## config.mk

```make
export PLATFORM = sky130hd
export DESIGN_NAME = uart_reg_block
export DESIGN_NICKNAME = d
export VERILOG_FILES = /design/src/rtl/uart_reg_pkg.sv /design/src/rtl/uart_reg_fifo.sv /design/src/rtl/uart_reg_block.sv
export SDC_FILE = /design/constraint.sdc
export NUM_CORES = 1
export LEC_CHECK = 0
export CORE_MARGIN = 1.5
export CORE_UTILIZATION = 55
export CTS_BUF_LIST = sky130_fd_sc_hd__clkbuf_4
export CTS_CLUSTER_DIAMETER = 120
export DETAILED_ROUTE_END_ITERATION = 8
export PLACE_DENSITY = 0.83
export SYNTH_ARGS = -nofsm -noshare
export SYNTH_HDL_FRONTEND = slang
export SYNTH_HIERARCHICAL = 1
export SYNTH_SLANG_ARGS = --single-unit
```

## constraint.sdc

```tcl
create_clock -name pclk -period 7.65 [get_ports pclk]
set_clock_uncertainty 0.05 [all_clocks]
set_input_delay 1.1475 -clock pclk [delete_from_list [all_inputs] [get_ports pclk]]
set_output_delay 1.1475 -clock pclk [all_outputs]
set_load 0.02 [all_outputs]
```

## src/rtl/uart_reg_pkg.sv

```systemverilog
// Shared constants for the UART register block: register offsets, CTRL/STATUS/IER bit positions,
// the CTRL register layout and the address decoder.
package uart_reg_pkg;

    localparam int FIFO_DEPTH_DEF = 8;

    localparam logic [11:0] OFF_TXDATA = 12'h000;
    localparam logic [11:0] OFF_RXDATA = 12'h004;
    localparam logic [11:0] OFF_CTRL   = 12'h008;
    localparam logic [11:0] OFF_BAUD   = 12'h00C;
    localparam logic [11:0] OFF_STATUS = 12'h010;
    localparam logic [11:0] OFF_IER    = 12'h014;

    localparam int CTRL_TX_EN    = 0;
    localparam int CTRL_RX_EN    = 1;
    localparam int CTRL_PAR_EN   = 2;
    localparam int CTRL_PAR_ODD  = 3;
    localparam int CTRL_STOP2    = 4;
    localparam int CTRL_W        = 5;

    localparam int ST_TX_EMPTY   = 0;
    localparam int ST_TX_FULL    = 1;
    localparam int ST_RX_EMPTY   = 2;
    localparam int ST_RX_FULL    = 3;
    localparam int ST_RX_OVF     = 4;
    localparam int ST_TX_OVF     = 5;
    localparam int ST_TX_BUSY    = 6;
    localparam int ST_W          = 7;

    localparam int IER_RX_NE     = 0;
    localparam int IER_TX_EMPTY  = 1;
    localparam int IER_OVF       = 2;
    localparam int IER_W         = 3;

    typedef struct packed {
        logic stop2;
        logic parity_odd;
        logic parity_en;
        logic rx_en;
        logic tx_en;
    } ctrl_t;

    // Misaligned addresses never match an offset, so they fall out as illegal here too.
    function automatic logic addr_legal(input logic [11:0] a, input logic wr, input logic has_ier);
        case (a)
            OFF_TXDATA, OFF_CTRL, OFF_BAUD, OFF_STATUS: return 1'b1;
            OFF_RXDATA: return !wr;
            OFF_IER:    return has_ier;
            default:    return 1'b0;
        endcase
    endfunction

endpackage

```

## src/rtl/uart_reg_fifo.sv

```systemverilog
// 8-bit synchronous FIFO with wrap-bit pointers. A push into a full FIFO only lands
// when a pop happens in the same cycle; otherwise the byte is dropped and reported.
module uart_reg_fifo
    import uart_reg_pkg::*;
#(
    parameter int DEPTH = FIFO_DEPTH_DEF
) (
    input  logic       pclk,
    input  logic       preset,
    input  logic       push,
    input  logic [7:0] din,
    input  logic       pop,
    output logic [7:0] dout,
    output logic       empty,
    output logic       full,
    output logic       drop
);

    localparam int AW = $clog2(DEPTH);
    localparam logic [AW:0] PTR_ONE = 1;

    logic [AW:0] wptr, rptr;
    logic [7:0]  mem [DEPTH];
    logic        do_push, do_pop;

    assign empty   = (wptr == rptr);
    assign full    = (wptr[AW] != rptr[AW]) && (wptr[AW-1:0] == rptr[AW-1:0]);
    assign do_pop  = pop & !empty;
    assign do_push = push & (!full | do_pop);
    assign drop    = push & full & !do_pop;
    assign dout    = mem[rptr[AW-1:0]];

    always_ff @(posedge pclk or posedge preset) begin
        if (preset) begin
            wptr <= '0;
            rptr <= '0;
        end else begin
            if (do_push) wptr <= wptr + PTR_ONE;
            if (do_pop)  rptr <= rptr + PTR_ONE;
        end
    end

    always_ff @(posedge pclk) begin
        if (do_push) mem[wptr[AW-1:0]] <= din;
    end

endmodule

```

## src/rtl/uart_reg_block.sv

```systemverilog
// APB-side register block for a UART: TX/RX byte FIFOs, CTRL/BAUD/STATUS registers.
// Define UART_REG_IRQ_EN to add the IER register at 0x014 and a registered irq output.
module uart_reg_block
    import uart_reg_pkg::*;
#(
    parameter int          FIFO_DEPTH = FIFO_DEPTH_DEF,
    parameter logic [15:0] BAUD_RST   = 16'h001B
) (
    input  logic        pclk,
    input  logic        preset,
    input  logic        psel,
    input  logic        penable,
    input  logic        pwrite,
    input  logic        pready,
    input  logic [11:0] waddr,
    input  logic [11:0] raddr,
    input  logic [31:0] wdata,
    output logic [31:0] rdata,
    output logic        wadderr,
    output logic        radderr,
    output logic [7:0]  tx_data,
    output logic        tx_valid,
    input  logic        tx_ready,
    input  logic [7:0]  rx_data,
    input  logic        rx_valid,
    output logic        tx_en,
    output logic        rx_en,
    output logic        parity_en,
    output logic        parity_odd,
    output logic        stop2,
    output logic [15:0] baud_div,
    input  logic        tx_busy,
    output logic        irq
);

`ifdef UART_REG_IRQ_EN
    localparam logic HAS_IER = 1'b1;
`else
    localparam logic HAS_IER = 1'b0;
`endif

    logic              access, wlegal, rlegal, wr_done, rd_done;
    logic              w1c;
    ctrl_t             ctrl;
    logic [15:0]       baud;
    logic              tx_ovf, rx_ovf;
    logic              tx_empty, tx_full, tx_drop, tx_pop;
    logic              rx_empty, rx_full, rx_drop, rx_pop, rx_push;
    logic [7:0]        rx_head;
    logic              tx_push;
    logic [ST_W-1:0]   status;
    logic [IER_W-1:0]  ier_rd;
    logic              unused_wdata;

    // Bus side effects are qualified by the completion cycle and a legal address only.
    assign access  = psel & penable;
    assign wlegal  = addr_legal(waddr, 1'b1, HAS_IER);
    assign rlegal  = addr_legal(raddr, 1'b0, HAS_IER);
    assign wr_done = access & pready & pwrite & wlegal;
    assign rd_done = access & pready & !pwrite & rlegal;
    assign wadderr = !(access & pwrite & !wlegal);
    assign radderr = !(access & !pwrite & !rlegal);
    assign w1c     = wr_done && (waddr == OFF_STATUS);

    assign unused_wdata = &{1'b0, wdata[31:16]};

    assign tx_push  = wr_done && (waddr == OFF_TXDATA);
    assign tx_valid = ctrl.tx_en & !tx_empty;
    assign tx_pop   = tx_valid & tx_ready;
    assign rx_push  = rx_valid & ctrl.rx_en;
    assign rx_pop   = rd_done && (raddr == OFF_RXDATA);

    uart_reg_fifo #(.DEPTH(FIFO_DEPTH)) u_tx_fifo (
        .pclk   (pclk),
        .preset (preset),
        .push   (tx_push),
        .din    (wdata[7:0]),
        .pop    (tx_pop),
        .dout   (tx_data),
        .empty  (tx_empty),
        .full   (tx_full),
        .drop   (tx_drop)
    );

    uart_reg_fifo #(.DEPTH(FIFO_DEPTH)) u_rx_fifo (
        .pclk   (pclk),
        .preset (preset),
        .push   (rx_push),
        .din    (rx_data),
        .pop    (rx_pop),
        .dout   (rx_head),
        .empty  (rx_empty),
        .full   (rx_full),
        .drop   (rx_drop)
    );

    // Sticky overflow flags: a new overflow in the clearing cycle keeps the flag set.
    always_ff @(posedge pclk or posedge preset) begin
        if (preset) begin
            ctrl   <= '0;
            baud   <= BAUD_RST;
            tx_ovf <= 1'b0;
            rx_ovf <= 1'b0;
        end else begin
            if (wr_done && (waddr == OFF_CTRL)) ctrl <= ctrl_t'(wdata[CTRL_W-1:0]);
            if (wr_done && (waddr == OFF_BAUD)) baud <= wdata[15:0];
            if (tx_drop)                        tx_ovf <= 1'b1;
            else if (w1c && wdata[ST_TX_OVF])   tx_ovf <= 1'b0;
            if (rx_drop)                        rx_ovf <= 1'b1;
            else if (w1c && wdata[ST_RX_OVF])   rx_ovf <= 1'b0;
        end
    end

    assign status     = {tx_busy, tx_ovf, rx_ovf, rx_full, rx_empty, tx_full, tx_empty};
    assign tx_en      = ctrl.tx_en;
    assign rx_en      = ctrl.rx_en;
    assign parity_en  = ctrl.parity_en;
    assign parity_odd = ctrl.parity_odd;
    assign stop2      = ctrl.stop2;
    assign baud_div   = baud;

`ifdef UART_REG_IRQ_EN
    logic [IER_W-1:0] ier;
    logic [IER_W-1:0] irq_src;
    logic             irq_r;

    assign irq_src = {tx_ovf | rx_ovf, tx_empty, !rx_empty};

    always_ff @(posedge pclk or posedge preset) begin
        if (preset) begin
            ier   <= '0;
            irq_r <= 1'b0;
        end else begin
            if (wr_done && (waddr == OFF_IER)) ier <= wdata[IER_W-1:0];
            irq_r <= |(ier & irq_src);
        end
    end

    assign irq    = irq_r;
    assign ier_rd = ier;
`else
    assign irq    = 1'b0;
    assign ier_rd = '0;
`endif

    always_comb begin
        rdata = '0;
        if (rlegal) begin
            case (raddr)
                OFF_RXDATA: rdata = {24'h0, rx_empty ? 8'h00 : rx_head};
                OFF_CTRL:   rdata = {27'h0, ctrl};
                OFF_BAUD:   rdata = {16'h0, baud};
                OFF_STATUS: rdata = {25'h0, status};
                OFF_IER:    rdata = {29'h0, ier_rd};
                default:    rdata = '0;
            endcase
        end
    end

endmodule

```

==> results of run 1 <==
## worst max-delay path by stage
| stage | start | to | depth (start not counted) |
|---|---|---|---|
| final | raddr[7] | rdata[8] | 6 |
| after global routing | raddr[7] | rdata[8] | 6 |
| after CTS | u_rx_fifo/rptr[0] | rdata[3] | 7 |
| after detailed placement | raddr[7] | rdata[8] | 6 |
| after global placement | raddr[7] | rdata[10] | 6 |
| after floorplan | waddr[7] | u_tx_fifo/mem[1][0] | 5 |
## worst reg2reg max path, cell delays in order, from the launching register on
cell and delay, ns:
sky130_fd_sc_hd__dfrtp_1 1.07, sky130_fd_sc_hd__xnor2_1 0.19, sky130_fd_sc_hd__nand3_2 0.34, sky130_fd_sc_hd__nor2_1 0.15
sky130_fd_sc_hd__nor2b_1 0.16, sky130_fd_sc_hd__and2_1 0.53, sky130_fd_sc_hd__nor3_4 0.15, sky130_fd_sc_hd__nor3_1 0.95
## routing by layer
metal | vias up | routed length, um | global-route usage
met5 | - | 0 | 0
met4 | 0 | 265 | 0.0706
met3 | 25 | 621 | 0.0515
met2 | 121 | 8250 | 0.378
met1 | 2185 | 5960 | 0.261
li1 | 1944 | - | -
## synthesized netlist by cell type (3+ instances only)
library cell / number / area, um^2
sky130_fd_sc_hd__nand4_1: 6 / 37.5
sky130_fd_sc_hd__dfrtp_1: 35 / 876
sky130_fd_sc_hd__dfstp_2: 4 / 105
sky130_fd_sc_hd__buf_8: 3 / 45.0
sky130_fd_sc_hd__o22ai_1: 7 / 43.8
sky130_fd_sc_hd__and2_1: 12 / 75.1
sky130_fd_sc_hd__xnor2_1: 12 / 105
sky130_fd_sc_hd__clkbuf_1: 3 / 11.3
sky130_fd_sc_hd__nor4_1: 6 / 37.5
sky130_fd_sc_hd__xnor2_2: 4 / 65.1
sky130_fd_sc_hd__o311ai_1: 4 / 35.0
sky130_fd_sc_hd__nand2_1: 12 / 45.0
sky130_fd_sc_hd__buf_4: 17 / 128
sky130_fd_sc_hd__nand3_1: 3 / 15.0
sky130_fd_sc_hd__nor2b_1: 3 / 18.8
sky130_fd_sc_hd__ha_1: 4 / 50.1
sky130_fd_sc_hd__mux4_1: 16 / 420
sky130_fd_sc_hd__mux2_4: 18 / 270
sky130_fd_sc_hd__nor2_1: 20 / 75.1
sky130_fd_sc_hd__mux4_2: 16 / 360
sky130_fd_sc_hd__buf_2: 4 / 20.0
sky130_fd_sc_hd__mux2_2: 21 / 236
sky130_fd_sc_hd__edfxtp_1: 128 / 3840
sky130_fd_sc_hd__inv_1: 7 / 26.3
sky130_fd_sc_hd__a22oi_1: 13 / 97.6
sky130_fd_sc_hd__nor3_4: 3 / 48.8
sky130_fd_sc_hd__nor3_1: 10 / 50.1
sky130_fd_sc_hd__clkbuf_8: 6 / 82.6
sky130_fd_sc_hd__buf_6: 4 / 45.0
## layout make-up
| cell class | instances | area share |
|---|---|---|
| clock buffer | 20 | 0.0165 |
| tap | 180 | 0.0247 |
| clock inverter | 12 | 0.0194 |
| timing repair buffer | 113 | 0.122 |
| inverter | 7 | 0.00288 |
| multi-input combinational | 245 | 0.285 |
| sequential | 167 | 0.530 |
| antenna | 1 | 0.000275 |
## flip-flops by register name, summed over array words and instances, names as in the netlist
signal and cells:
u_tx_fifo/mem 64, parity_odd 1, baud_div 16, parity_en 1, u_tx_fifo/rptr 4, tx_en 1, tx_ovf 1, rx_ovf 1
stop2 1, u_rx_fifo/rptr 4, u_rx_fifo/mem 64, u_rx_fifo/wptr 4, u_tx_fifo/wptr 4, rx_en 1
## cell usage in the layout (no fill, tap or decap), types with 3 or more instances in the layout
| cell type | n |
|---|---|
| sky130_fd_sc_hd__xnor2_2 | 4 |
| sky130_fd_sc_hd__nor3_1 | 10 |
| sky130_fd_sc_hd__a22oi_1 | 13 |
| sky130_fd_sc_hd__bufinv_16 | 4 |
| sky130_fd_sc_hd__inv_1 | 7 |
| sky130_fd_sc_hd__mux2_4 | 18 |
| sky130_fd_sc_hd__nor2b_1 | 3 |
| sky130_fd_sc_hd__mux2_2 | 21 |
| sky130_fd_sc_hd__nand4_1 | 6 |
| sky130_fd_sc_hd__dfrtp_1 | 35 |
| sky130_fd_sc_hd__nor2_1 | 20 |
| sky130_fd_sc_hd__conb_1 | 17 |
| sky130_fd_sc_hd__clkbuf_4 | 20 |
| sky130_fd_sc_hd__and2_1 | 12 |
| sky130_fd_sc_hd__buf_4 | 9 |
| sky130_fd_sc_hd__mux4_2 | 16 |
| sky130_fd_sc_hd__o311ai_1 | 4 |
| sky130_fd_sc_hd__clkdlybuf4s50_1 | 104 |
| sky130_fd_sc_hd__xnor2_1 | 12 |
| sky130_fd_sc_hd__o22ai_1 | 7 |
| sky130_fd_sc_hd__mux4_1 | 16 |
| sky130_fd_sc_hd__nor3_4 | 3 |
| sky130_fd_sc_hd__nand3_1 | 3 |
| sky130_fd_sc_hd__ha_1 | 4 |
| sky130_fd_sc_hd__nor4_1 | 6 |
| sky130_fd_sc_hd__edfxtp_1 | 128 |
| sky130_fd_sc_hd__dfstp_2 | 4 |
| sky130_fd_sc_hd__clkinv_4 | 3 |
| sky130_fd_sc_hd__nand2_1 | 12 |
## power groups by stage
stage	Clock, uW	Combinational, uW	Sequential [uW]
after floorplan	0	24.8	997
after global placement	0	60.9	996
after detailed placement	0	63.9	997
after CTS	578	64.1	977
after global routing	613	68.8	977
final	566	63.7	977
## per-stage QoR
step / setup WS [ns] / utilization
floorplan: 3.87 / -
global placement: 2.80 / 0.635
detailed placement: 2.61 / 0.635
CTS: 2.59 / 0.659
global route: 2.26 / 0.659
finish: 2.57 / 0.659
## cell families after synthesis
group,count (synthesis),share of synthesized area
buffers and inverters,46,0.0513
multiplexers,73,0.169
XOR/XNOR,18,0.0242
flip-flops,167,0.622
adder cells (fa/ha/maj),4,0.00645
other,1,0.000483
AO/OA/AOI/OAI,39,0.0484
AND/OR/NAND/NOR,94,0.0785
==> summary by stage, run 1 <==
GRT
The via count of the first global-routing pass is 4,319. For this run, the total global-route usage over all layers was measured as 0.215. The total overflow left after global routing is 0. The number of antenna violations at the first check in global routing is 0.

The largest net degree at the start of global routing is 24. The first global-routing pass estimated 23.2 mm of wire.

Setup path
The dominant cell type by count on the critical path is sky130_fd_sc_hd__clkdlybuf4s50_1. In this design, the stage delay of the slowest critical-path cell is 0.60 ns. The register-to-register path setup slack is 3.68 ns. The worst-path cell with the longest stage delay is sky130_fd_sc_hd__clkdlybuf4s50_1. The worst setup path is of the input port to primary output kind.

The startpoint of the worst register-to-register path is u_tx_fifo/rptr[0]. Along the worst path, the maximum fanout reaches 10. The critical path capture point type is a primary output. The endpoint identified for the worst register-to-register timing path is u_tx_fifo/mem[2][6].

The arrival time reported for the critical path endpoint is 3.88 ns. The startpoint kind of the worst setup timing path is an input port. Grouping stages by cell kind, the critical path spends the most delay in simple AND/OR/NAND/NOR gates. The critical path goes through clkdlybuf4s50_1 > nor4_1 > nand4_1 > nor2_1 > and2_1 > clkdlybuf4s50_1. The number of cell instances on the worst register-to-register path is 7. The required time at the endpoint of the critical path is 6.45 ns. The buffering stage count on the worst path with inverters included is 2.

STA
The post-route minimum period is 5.08 ns. The normalized max-slew margin is 0.226. The number of endpoints failing setup at the final stage is 0. The final period utilization is 0.664.

The total negative slack for setup checks is 0 ns. The final count of pins violating max slew came to 0. The hold violation count in the final report was 0.

At the pin with the least slew margin, the transition time is 1.15 ns. Setup repair after global routing left no endpoint under its margin. The final hold slack is 0.496 ns. The maximum clock frequency is 0.197 GHz.

Yosys
Synthesis produced a netlist whose cell count is 442. The mapped cell area is 7760 um^2. Counting flops and latches in the post-synthesis netlist gives 167. The post-synthesis area per instance is 17.6 um^2. For this run, the leading register cell type out of synthesis is sky130_fd_sc_hd__edfxtp_1. The sequential cell area fraction in the yosys report is 0.622. Yosys mapped a number of flops with a built-in enable equal to 128. The number of different library cells in the post-synthesis netlist is 56. The share of synthesized flip-flops with an asynchronous set or reset is 0.234. The warning count from the yosys run is 6.

Die
The starting utilization of the core area is 0.561. The count of pins on the block boundary is 138. The overall die area is 14,800 um^2.

The floorplan step defined a core boundary enclosing 13,800 um^2. The horizontal extent of the die is 122 um. The number of placement rows is 43. Measured along the y axis, the die boundary spans 122 um.

Placed design
Counting tap cells, the placed design contains a total of 712 instances. The cell area after placement is 8780 um^2. Once detailed placement completed, the half-perimeter wirelength came to 10.9 mm. The global placement routability congestion is 0.779.

Buffers placed on the I/O ports in this run total 104.

Hold path
For hold timing, the worst endpoint is baud_div[14]. The launch point of the worst hold path is baud_div[14]. In this run the worst hold path is classified as register to register. The number of instances on the worst hold path is 1.

Job
The max-capacitance violation count is 0.

Clocking
The H-tree generated during clock tree synthesis spans 4 levels. The tree is rooted in a sky130_fd_sc_hd__clkbuf_4. Clock-pin slew was measured on the worst setup and hold paths at 0.13 ns. The number of post-CTS setup repair buffers is 0. After clock tree synthesis, the repair step resized 0 gates. Buffers inserted to repair hold after CTS numbered 0. The buffer levels on the longest clock path is 2.

The number of clock buffers added by TritonCTS is 17. The clock network latency to the later pin of the worst-skew pair is 0.56 ns. The clock tree from TritonCTS is yes. The number of clock sinks is 167.

Pwr
Of the total power, the share spent switching nets is 0.205. Overall power consumption after layout is estimated at 1610 uW. The maximum ir drop on the vdd rail is 0.147 mV. The share of total power dissipated in the clock network is 0.352. The share of total power dissipated in combinational logic is 0.040. Dividing total power by cell area gives a power density of 176 nW/um^2. Summed over all nets, the switching power comes to 329 uW. The leakage power is 0.00318 uW. The part of the total power dissipated in sequential elements is 0.608. Internal power comes to 1280 uW.

Routing
The iteration count of the initial detailed-routing pass is 5. After detailed routing, the average wire length per cell comes to 20.3 um. Across all layers, the routed design uses 4,275 vias.

The remaining antenna violation count is 0. After detailed routing, the number of vias per cell comes to 5.74. The overall routed net length is 15.1 mm. In the routed design, unresolved DRC markers number 0. The first routing iteration left 233 violations.

Finish
The final cell count without fillers is 745. The finished cells cover 9110 um^2. In the final layout, the share of cells above drive strength 1 is 0.227. Summing all flip-flop and latch instances after layout gives 4820 um^2. The fill cell instance count of the final layout is 930. The area growth from synthesis to final layout is 17.4%. The multi-input combinational cells in the finished layout cover a total of 2600 um^2. At the end of the flow, the number of nets in the layout was 628.

Status
The run finished with clean final reports.
(Power assumes the default switching activity.)
==> run 2: changes to the inputs <==
Clock period 7.65 ns to 4.9 ns, I/O delays scaled along.
==> run 2 against run 1 <==
  * Via count shrank 0.75%
  * Non-clock buffer count increased by 6
  * Cell count increased by 0.67%
  * Sequential power up 56%
  * Combinational power rose by 55%
  * Sequential cell count unchanged
  * First-iteration DRC count is 64% higher
  * Routed wire length about the same
  * Largest cell class unchanged
==> summary by stage, run 2 (synthesis gave the netlist of run 1 again) <==
Die
The starting utilization of the core area is 0.561 (unchanged). The overall die area came to 14,800 um^2 (unchanged). The die outline height is 122 um (unchanged). The area of the core is 13,800 um^2 (unchanged). The horizontal extent of the die is 122 um (unchanged). The number of placement rows is 43 (unchanged).

The count of pins on the block boundary is 138 (unchanged).

Setup path
The startpoint kind of the worst setup timing path is a register (was input port). The critical path start-end classification was register to primary output (was input port to primary output). The buffering stage count on the worst path with inverters included is 1 (was 2). The startpoint of the worst register-to-register path is u_tx_fifo/rptr[1] (was u_tx_fifo/rptr[0]). The worst-path cell with the longest stage delay was sky130_fd_sc_hd__dfrtp_1 (was sky130_fd_sc_hd__clkdlybuf4s50_1). The register-to-register path setup slack came to 1.02 ns (was 3.68 ns). The kind of cell with the highest combined delay on the critical path is flip-flops (was simple AND/OR/NAND/NOR gates).

Critical path cell sequence: xnor2_2 > nand3_2 > nor2_1 > nor2_1 > a22oi_1 > o22ai_1 > clkdlybuf4s50_1 (was clkdlybuf4s50_1 > nor4_1 > nand4_1 > nor2_1 > and2_1 > clkdlybuf4s50_1). The critical path startpoint is u_rx_fifo/rptr[1] (was raddr[7]). The peak fanout along the critical path is 20 (was 10). The dominant cell type by count on the critical path was sky130_fd_sc_hd__nor2_1 (was sky130_fd_sc_hd__clkdlybuf4s50_1). The arrival time reported for the critical path endpoint is 3.60 ns (was 3.88 ns).

The largest stage delay on the critical path came to 0.92 ns (was 0.60 ns). The required time at the endpoint of the critical path is 4.12 ns (was 6.45 ns). The critical path capture point type is a primary output (unchanged).

Placed design
The placed instance count is 718 (was 712). The worst setup slack before clock tree synthesis is 0.926 ns (was 2.61 ns). The detailed placement HPWL is 10.9 mm (about the same). The cell area after placement is 8830 um^2 (was 8780 um^2). The port buffer count came to 104 (unchanged). The global placement routability congestion is 0.789 (was 0.779).

Clocking
The number of clock sinks is 167 (unchanged). The total clock buffers created by CTS came to 17 (unchanged). The number of post-CTS setup repair buffers is 0 (unchanged). The clock transition at the registers of the reported paths is 0.13 ns (about the same). The hold buffer count at cts is 0 (unchanged). The buffer levels on the longest clock path was 2 (unchanged). The clock network latency to the later pin of the worst-skew pair is 0.53 ns (was 0.56 ns). The clock tree from TritonCTS is yes (unchanged). The depth of the CTS H-tree is 4 (unchanged). The post-cts resize count was 0 (unchanged).

The CTS root buffer is sky130_fd_sc_hd__clkbuf_4 (unchanged).

Routing
The number of remaining DRC errors was 0 (unchanged). The via density per instance is 5.66 (was 5.74). The overall via count from detail_route is 4,243 (was 4,275). The iteration count of the initial detailed-routing pass is 4 (was 5). The overall routed net length is 15.1 mm (about the same). The DRC marker count from the first detailed-route iteration is 382 (was 233). The per-cell routed wire length came to 20.2 um (was 20.3 um). The remaining antenna violation count came to 0 (unchanged).

Finish
The fill cell instance count of the final layout was 921 (was 930). The number of antenna cells inserted is 0 (was 1). The final cell count without fillers came to 750 (was 745). The area growth from synthesis to final layout is 16.7% (was 17.4%). The layout net count was 634 (was 628). Leading cell types in the layout, fill and taps excluded: 128 x sky130_fd_sc_hd__edfxtp_1, 104 x sky130_fd_sc_hd__clkdlybuf4s50_1, 35 x sky130_fd_sc_hd__dfrtp_1, 26 x sky130_fd_sc_hd__clkbuf_4, 21 x sky130_fd_sc_hd__mux2_2 (was 128 x sky130_fd_sc_hd__edfxtp_1, 104 x sky130_fd_sc_hd__clkdlybuf4s50_1, 35 x sky130_fd_sc_hd__dfrtp_1, 21 x sky130_fd_sc_hd__mux2_2). The final core area utilization is 0.655 (was 0.659). The most common cell after layout, fill and taps aside is sky130_fd_sc_hd__edfxtp_1 (unchanged). The final non-filler cell area was 9050 um^2 (was 9110 um^2).

The ratio of cells with drive above 1 in the final layout was 0.232 (was 0.227).

STA
The number of endpoints failing setup at the final stage was 0 (unchanged). The slew at the pin closest to its max-slew limit came to 1.30 ns (was 1.15 ns). RSZ-0062 raised after global routing: no (unchanged). The post-route minimum period is 4.38 ns. The smallest setup slack after layout is 0.516 ns (was 2.57 ns). The total negative slack for setup checks is 0 ns (unchanged). The hold violation count in the final report came to 0 (unchanged). The maximum clock frequency is 0.228 GHz. The final count of pins violating max slew is 0 (unchanged). The normalized max-slew margin is 0.130 (was 0.226). The final period utilization is 0.895.

Pwr
The clock network power share was 0.292 (was 0.352). The internal portion of total power is 1820 uW (was 1280 uW). The maximum ir drop on the vdd rail is 0.344 mV (was 0.147 mV).

The net load switching power was 477 uW (was 329 uW). The share of power burned in combinational logic is 0.043 (was 0.040). The power per unit of standard cell area is 253 nW/um^2 (was 176 nW/um^2). The leakage power is 0.00316 uW (was 0.00318 uW).

The part of the total power dissipated in sequential elements is 0.665 (was 0.608). The share of total power consumed by net switching is 0.208 (was 0.205).

GRT
The largest net degree at the start of global routing was 24 (unchanged). The global-route wire length before repair came to 23.4 mm (was 23.2 mm). The via count of the first global-routing pass is 4,373 (was 4,319). The all-layer global routing usage is 0.216 (was 0.215).

The number of antenna violations at the first check in global routing is 0 (unchanged). The total grt overflow was 0 (unchanged).

Job
The max-capacitance violation count is 0 (unchanged).

Hold path
The worst hold-check path type was input port to asynchronous set/reset pin (was register to register).

Status
Result of the run: complete, no violations (unchanged).
[run 2: cell count changes in the layout (fill, tap and decap cells not counted), moves of 3 or more]
| cell | change |
|---|---|
| sky130_fd_sc_hd__bufinv_16 | -4 |
| sky130_fd_sc_hd__clkbuf_4 | +6 |
| sky130_fd_sc_hd__buf_4 | +6 |
| sky130_fd_sc_hd__clkinv_4 | -3 |
[run 2: final cells by class]
type / instances / area (um^2) / share of cell area
inverter: 7 / 26.3 / 0.00290
tap: 180 / 225 / 0.0249
multi-input combinational: 245 / 2600 / 0.287
clock buffer: 26 / 195 / 0.0216
clock inverter: 6 / 31.3 / 0.00346
sequential: 167 / 4820 / 0.533
timing repair buffer: 119 / 1150 / 0.127
[run 2: layer usage]
metal	part of all wire	wire, um	global-route usage	vias up
met5	0	0	0	-
met4	0.017	256	0.0824	0
met1	0.38	5750	0.266	2127
met3	0.059	886	0.0496	19
li1	-	-	-	1961
met2	0.54	8220	0.371	136
[run 2: worst register-to-register path: stages (launching register included)]
cell	delay, ns
sky130_fd_sc_hd__dfrtp_1	0.91
sky130_fd_sc_hd__xnor2_2	0.15
sky130_fd_sc_hd__nand3_2	0.33
sky130_fd_sc_hd__nor2_1	0.15
sky130_fd_sc_hd__nor2b_1	0.17
sky130_fd_sc_hd__and2_1	0.52
sky130_fd_sc_hd__o31ai_2	0.19
sky130_fd_sc_hd__nor3_1	1.01
[run 2: final timing paths]
check / end / cells after the start
worst max-delay path: rdata[1] / 7
min in group pclk: baud_div[10] / 1
worst min-delay path: u_rx_fifo/rptr[3] / 2
worst max register to register: u_tx_fifo/mem[4][5] / 7
max in group asynchronous: baud_div[12] / 2
worst min register to register: baud_div[10] / 1
[run 2: power by group through the flow]
stage	sequential (uW)	combinational [uW]	clock (uW)
2_1_floorplan	1560	38.7	0
3_5_place_dp	1560	99.2	0
5_1_grt	1530	108	741
4_1_cts	1520	99.4	685
6_report	1520	98.8	670
3_3_place_gp	1560	94.9	0
[run 2: stage by stage]
step | hold WS, ns | total power, uW
6_report | 0.438 | 2290
2_1_floorplan | 0.416 | 1600
3_5_place_dp | 0.464 | 1660
3_3_place_gp | 0.458 | 1650
4_1_cts | 0.393 | 2310
5_1_grt | 0.422 | 2370
